$ cat src/rtl/dual_ram_arbiter.sv
// Round-robin arbiter sharing one dual-port RAM between req0 (load/store) and req1 (debug/loader).
// Define RAM_ARB_CLR_INIT_EN to sweep the RAM to zero after reset before accepting traffic.
module dual_ram_arbiter #(
    parameter int DW      = 32,
    parameter int AW      = 12,
    parameter int MEM_NUM = 4096
) (
    input  logic          clk,
    input  logic          rst,
    input  logic          req0_valid_i,
    input  logic          req0_we_i,
    input  logic [AW-1:0] req0_addr_i,
    input  logic [DW-1:0] req0_wdata_i,
    output logic          req0_ready_o,
    output logic          req0_rvalid_o,
    output logic [DW-1:0] req0_rdata_o,
    input  logic          req1_valid_i,
    input  logic          req1_we_i,
    input  logic [AW-1:0] req1_addr_i,
    input  logic [DW-1:0] req1_wdata_i,
    output logic          req1_ready_o,
    output logic          req1_rvalid_o,
    output logic [DW-1:0] req1_rdata_o,
    output logic          ram_w_en_o,
    output logic [AW-1:0] ram_w_addr_o,
    output logic [DW-1:0] ram_w_data_o,
    output logic          ram_r_en_o,
    output logic [AW-1:0] ram_r_addr_o,
    input  logic [DW-1:0] ram_r_data_i,
    output logic          init_done_o
);

    logic          last_grant_q, last_grant_d;
    logic          resp_owner_q, resp_owner_d;
    logic          rvalid_q, rvalid_d;
    logic          run;
    logic          in_init;
    logic [AW-1:0] sweep_addr;
    logic          grant0, grant1, any_grant;
    logic          sel_we;
    logic [AW-1:0] sel_addr;
    logic [DW-1:0] sel_wdata;

`ifdef RAM_ARB_CLR_INIT_EN
    typedef enum logic {ST_INIT, ST_RUN} state_t;

    state_t        state_q, state_d;
    logic [AW-1:0] cnt_q, cnt_d;

    always_ff @(posedge clk or posedge rst) begin
        if (rst) begin
            state_q <= ST_INIT;
            cnt_q   <= '0;
        end else begin
            state_q <= state_d;
            cnt_q   <= cnt_d;
        end
    end

    // The sweep writes one word per cycle and leaves INIT after the last address.
    always_comb begin
        state_d = state_q;
        cnt_d   = cnt_q;
        if (state_q == ST_INIT) begin
            cnt_d = cnt_q + AW'(1);
            if (cnt_q == AW'(MEM_NUM - 1)) begin
                state_d = ST_RUN;
            end
        end
    end

    assign in_init     = !rst && (state_q == ST_INIT);
    assign run         = !rst && (state_q == ST_RUN);
    assign sweep_addr  = cnt_q;
    assign init_done_o = (state_q == ST_RUN);
`else
    // Without the sweep the depth is irrelevant to the logic.
    logic [31:0] unused_mem_num;

    assign unused_mem_num = MEM_NUM;
    assign in_init        = 1'b0;
    assign run            = !rst;
    assign sweep_addr     = '0;
    assign init_done_o    = !rst;
`endif

    always_ff @(posedge clk or posedge rst) begin
        if (rst) begin
            last_grant_q <= 1'b1;
            resp_owner_q <= 1'b0;
            rvalid_q     <= 1'b0;
        end else begin
            last_grant_q <= last_grant_d;
            resp_owner_q <= resp_owner_d;
            rvalid_q     <= rvalid_d;
        end
    end

    // On a tie the requester that was not served last wins.
    always_comb begin
        grant0 = 1'b0;
        grant1 = 1'b0;
        if (run) begin
            if (req0_valid_i && req1_valid_i) begin
                grant0 = last_grant_q;
                grant1 = !last_grant_q;
            end else begin
                grant0 = req0_valid_i;
                grant1 = req1_valid_i;
            end
        end
        any_grant = grant0 | grant1;

        sel_we    = grant1 ? req1_we_i    : req0_we_i;
        sel_addr  = grant1 ? req1_addr_i  : req0_addr_i;
        sel_wdata = grant1 ? req1_wdata_i : req0_wdata_i;

        last_grant_d = any_grant ? grant1 : last_grant_q;
        rvalid_d     = any_grant && !sel_we;
        resp_owner_d = rvalid_d ? grant1 : resp_owner_q;
    end

    assign req0_ready_o = grant0;
    assign req1_ready_o = grant1;

    assign ram_w_en_o   = in_init || (any_grant && sel_we);
    assign ram_w_addr_o = in_init ? sweep_addr : sel_addr;
    assign ram_w_data_o = in_init ? '0 : sel_wdata;
    assign ram_r_en_o   = any_grant && !sel_we;
    assign ram_r_addr_o = sel_addr;

    // Read data returns one cycle late and goes only to the requester that issued it.
    assign req0_rvalid_o = rvalid_q && !resp_owner_q;
    assign req1_rvalid_o = rvalid_q && resp_owner_q;
    assign req0_rdata_o  = req0_rvalid_o ? ram_r_data_i : '0;
    assign req1_rdata_o  = req1_rvalid_o ? ram_r_data_i : '0;

endmodule

$ cat config.mk
export PLATFORM = sky130hd
export DESIGN_NAME = dual_ram_arbiter
export DESIGN_NICKNAME = d
export VERILOG_FILES = /design/src/rtl/dual_ram_arbiter.sv
export SDC_FILE = /design/constraint.sdc
export NUM_CORES = 1
export LEC_CHECK = 0
export BUFFER_PORTS_ARGS = -buffer_cell sky130_fd_sc_hd__buf_2
export CAP_MARGIN = 30
export CORE_AREA = 3 3 98 100
export DETAILED_ROUTE_END_ITERATION = 8
export DIE_AREA = 0 0 101 103
export GPL_ROUTABILITY_DRIVEN = 0
export PLACE_DENSITY = 0.67
export REMOVE_ABC_BUFFERS = 1
export SYNTH_ARGS = -nofsm -noshare
export SYNTH_HDL_FRONTEND = slang
export SYNTH_SLANG_ARGS = --single-unit
$ cat constraint.sdc
create_clock -name clk -period 1.86 [get_ports clk]
set_clock_uncertainty 0.2 [all_clocks]
set_input_delay 0.372 -clock clk [delete_from_list [all_inputs] [get_ports clk]]
set_output_delay 0.372 -clock clk [all_outputs]
set_load 0.005 [all_outputs]
-- Word-level counts from Yosys, hierarchy flattened
Cells that the tools add are included.
- mux-type cells: 9
- bitwise operators: 1
- reduce and logical (&&, ||, !) cells: 9
- operator list (operator ; count):
    $mux W32 ; 3
    $mux W12 ; 1
    $logic_and A1 B1 Y1 ; 5
    $mux W1 ; 5
    $logic_not A1 Y1 ; 4
    $or A1 B1 Y1 ; 1
- register bits after elaboration: 3
- bits of input ports: 126
- output and inout bits: 127
- word-level logic and storage cells: 22

-- Logic depth before layout (Yosys ltp)
- depth after elaboration: 6
- depth in mapped cells: 6
- depth with buffers taken out: 3

-- Worst setup path after synthesis
Ideal clock, no wire load.
- path kind: register to output
- start: register last_grant_q
- end: output ram_w_addr_o[10]
- arrival: 1.470 ns
- required time: 1.288 ns
- slack: -0.182 ns
- stages on the path, launching flop included: 7
- buffers on the path: 3
- cell sequence: dfstp_2 > a21boi_2 > and2_4 > buf_12 > buf_12 > mux2_4 > buf_4
- cells in the longest elaborated chain, start to end: 4
- ends and longest elaborated chain (item ; RTL line ; RTL):
    start, declared ; 33 ; logic last_grant_q, last_grant_d;
    start signal, assigned ; 93 ; last_grant_q <= last_grant_d;
    $logic_not A1 Y1 ; 106 ; grant1 = !last_grant_q;
    $mux W1 ; 104 ; if (req0_valid_i && req1_valid_i) begin
    $mux W1 ; 103 ; if (run) begin
    $mux W12 ; 115 ; sel_addr = grant1 ? req1_addr_i : req0_addr_i;
    end, declared ; 25 ; output logic [AW-1:0] ram_w_addr_o,
Every way passes these cells.

-- Final worst setup path
- start: register last_grant_q
- end: output ram_r_addr_o[8]
- cells in the longest elaborated chain, start to end: 4
- ends and longest elaborated chain (item ; RTL line ; RTL):
    $logic_not A1 Y1 ; 106 ;
    $mux W1 ; 104 ;
    $mux W1 ; 103 ;
    $mux W12 ; 115 ;
    end, declared ; 28 ; output logic [AW-1:0] ram_r_addr_o,
Every way passes these cells.

==> metrics.txt <==
yosys warns 0; CP required 1.29 ns; CTS clk-pin slew, worst paths 0.03 ns; crit path cell chain a21boi_4, and2_4, clkbuf_16, mux2_4, buf_2; R2R Path Start last_grant_q; Routed WL 8670 microns; Slew HR 86.4%; DP Worst Slack -0.273 ns; core area 8760 sq um; synthesized cell area 1450 sq um; cell area power density 363 nW/um^2; fin crit share 120%; htree depth 1; Area Growth Syn to Fin 132%; Critical Path Sink ram_r_addr_o[8]; io pins 253; top-area cell type share of the netlist area 39.4%; row count 34; CP max-delay cell dfstp_2; CTS Sinks 3; Crit path largest cell delay 0.55 ns; peak supply drop 0.284 mV; FF-to-FF End resp_owner_q; CTS tree yes; CP Class reg -> out; global-route wire length before repair 11,000 microns; Worst R2R Path Depth 8; initial antenna violation count 0; Max-cap violations 0; Critical Path AT 1.66 ns; PnR worst setup slack -0.371 ns; Seq/Total Area, Yosys 5.27%; leading area contributor after synthesis mux2_4; Vert. Die Dim 103 microns; Slew Limit Fails 0; largest net degree at the start of global routing 35; hold_ws 0.214 ns; PortBufs 252; clock latency on the worst-skew pair 0.22 ns; setup_tns -18.56 ns; layout cells sized above 1 80.7%; Post-DP HPWL 6750 microns; violated checks negative setup slack; Final nets 537; GRT met2 Usage 28.4%; Top delay family on crit path flip-flops; Die X 101 microns; final hold violations 0; gr usage total 13.6%; ant diodes 0; vias per cell 4.26; fin crit period 2.23 ns; grt met3 use 2.64%; HP Class in -> async; Synth Area per Inst 9.40 sq um; largest cells by area after synthesis mux2_4 39%, and2_1 14%, and3_1 14%; CTS max path bufs 2; routed vias 2,205; global route hottest layer met2; Core Util, Final 38.3%; Starting Density 16.5%; number of setup violations in the final report 60; slew at the pin with the worst max-slew slack 0.203 ns; Post-DRT Antenna Nets 0; Root Buffer clkbuf_8; EDFF count, synth 0; initial DRC count 25; Cells after Synth 154; leakage 2.10 nW; Register-to-Register Setup Slack 0.13 ns; Crit. End Element output port; post-synthesis async set-or-reset flop share 100%; Residual DRC 0; CP startpoint kind flop; GR Overflow Total 0; Fmax 0.448 GHz; register bit total from synthesis 3; Crit Path Max Fanout 5; vias in the first global route 2,031; met1 usage 14.4%; Levels on crit path 5; Die ar. 10,400 sq um; Main synth FF type dfrtp_1; Pre-antenna DRT Iters 4; WL per Instance 16.7 microns; CP bufs+invs 2; synth cell count leaders 38 x mux2_4, 33 x and2_1, 32 x and3_1; clock buffer count from CTS 3; Crit. Startpoint last_grant_q; Tot Pwr 0.00122 W; unrepaired setup endpoints after global routing true; status finished, violations left; most frequent cell after synthesis mux2_4; Unique masters post-synth 21
==> power by group <==
group	internal, W	total, W	switching [W]
logic	0.000585	0.000940	0.000355
registers	0.0000800	0.0000904	0.0000104
clock network	0.000146	0.000190	0.0000437
==> worst min-delay path by stage <==
| stage | from | endpoint | cells after the start |
|---|---|---|---|
| 5_1_grt | rst | last_grant_q | 3 |
| 3_3_place_gp | rst | resp_owner_q | 3 |
| 3_5_place_dp | rst | rvalid_q | 3 |
| 6_report | rst | last_grant_q | 3 |
| 2_1_floorplan | rst | resp_owner_q | 1 |
| 4_1_cts | rst | last_grant_q | 3 |
==> layer usage <==
| layer | wire (microns) | part of all wire, % |
|---|---|---|
| met1 | 2860 | 33 |
| met2 | 4960 | 57 |
| met4 | 11 | 0.13 |
| met5 | 0 | 0 |
| met3 | 831 | 9.6 |
==> state kept, by name, indices dropped and copies added, names as in the netlist <==
name          count
last_grant_q      1
resp_owner_q      1
rvalid_q          1
==> placed cells by master, fill, tap and decap left out <==
cell	count
clkbuf_1	1
clkbuf_16	1
buf_6	65
dfrtp_1	2
a21boi_4	1
a31oi_1	1
clkbuf_8	3
dfstp_2	1
and3_4	1
nor2b_2	1
and2_4	2
a22o_1	1
buf_12	2
dlygate4sd3_1	1
inv_1	3
a32oi_1	1
buf_4	10
and3_1	32
nand4_1	1
and2_1	33
buf_2	197
mux2_4	44
nand2b_4	1
nor2_1	2
a32oi_2	1
a21oi_1	1
buf_16	1
==> through the flow <==
stage | area [sq um] | std cells
floorplan | 1220 | 128
global placement | 2760 | 503
detailed placement | 2760 | 503
CTS | 3170 | 513
global route | 3360 | 518
finish | 3360 | 518
==> layout make-up <==
| class | instances | area [sq um] |
|---|---|---|
| fillers | 845 | 5400 |
| repair buffers | 277 | 1900 |
| multi-input cells | 123 | 1200 |
| well taps | 108 | 135 |
| flip-flops and latches | 3 | 76.3 |
| clock buffers | 4 | 45.0 |
| inverters | 3 | 11.3 |
==> kinds of logic (layout without fill, tap and decap cells) <==
kind of cell	after synthesis	after routing	share of synthesized area (%)
compound gates	6	6	3.37
buf+inv	29	284	16.2
flops	3	3	5.27
mux	44	44	44.1
simple gates	72	73	31.0
==> tightest hold or removal path, cell delays in order <==
cell and delay (ns):
buf_2 0.11, inv_1 0.12, buf_4 0.17
==> repair_timing <==
item / 4_1_cts / 5_1_grt
gates cloned: 1 / 2
buffers inserted: 4 / 3
pin swaps: 4 / 3
setup endpoints to repair: 60 / 93
resized for setup: 53 / 26
hold buffers: 1 / 0
endpoints found under the hold margin: 2 / 0
(Power assumes the default switching activity.)
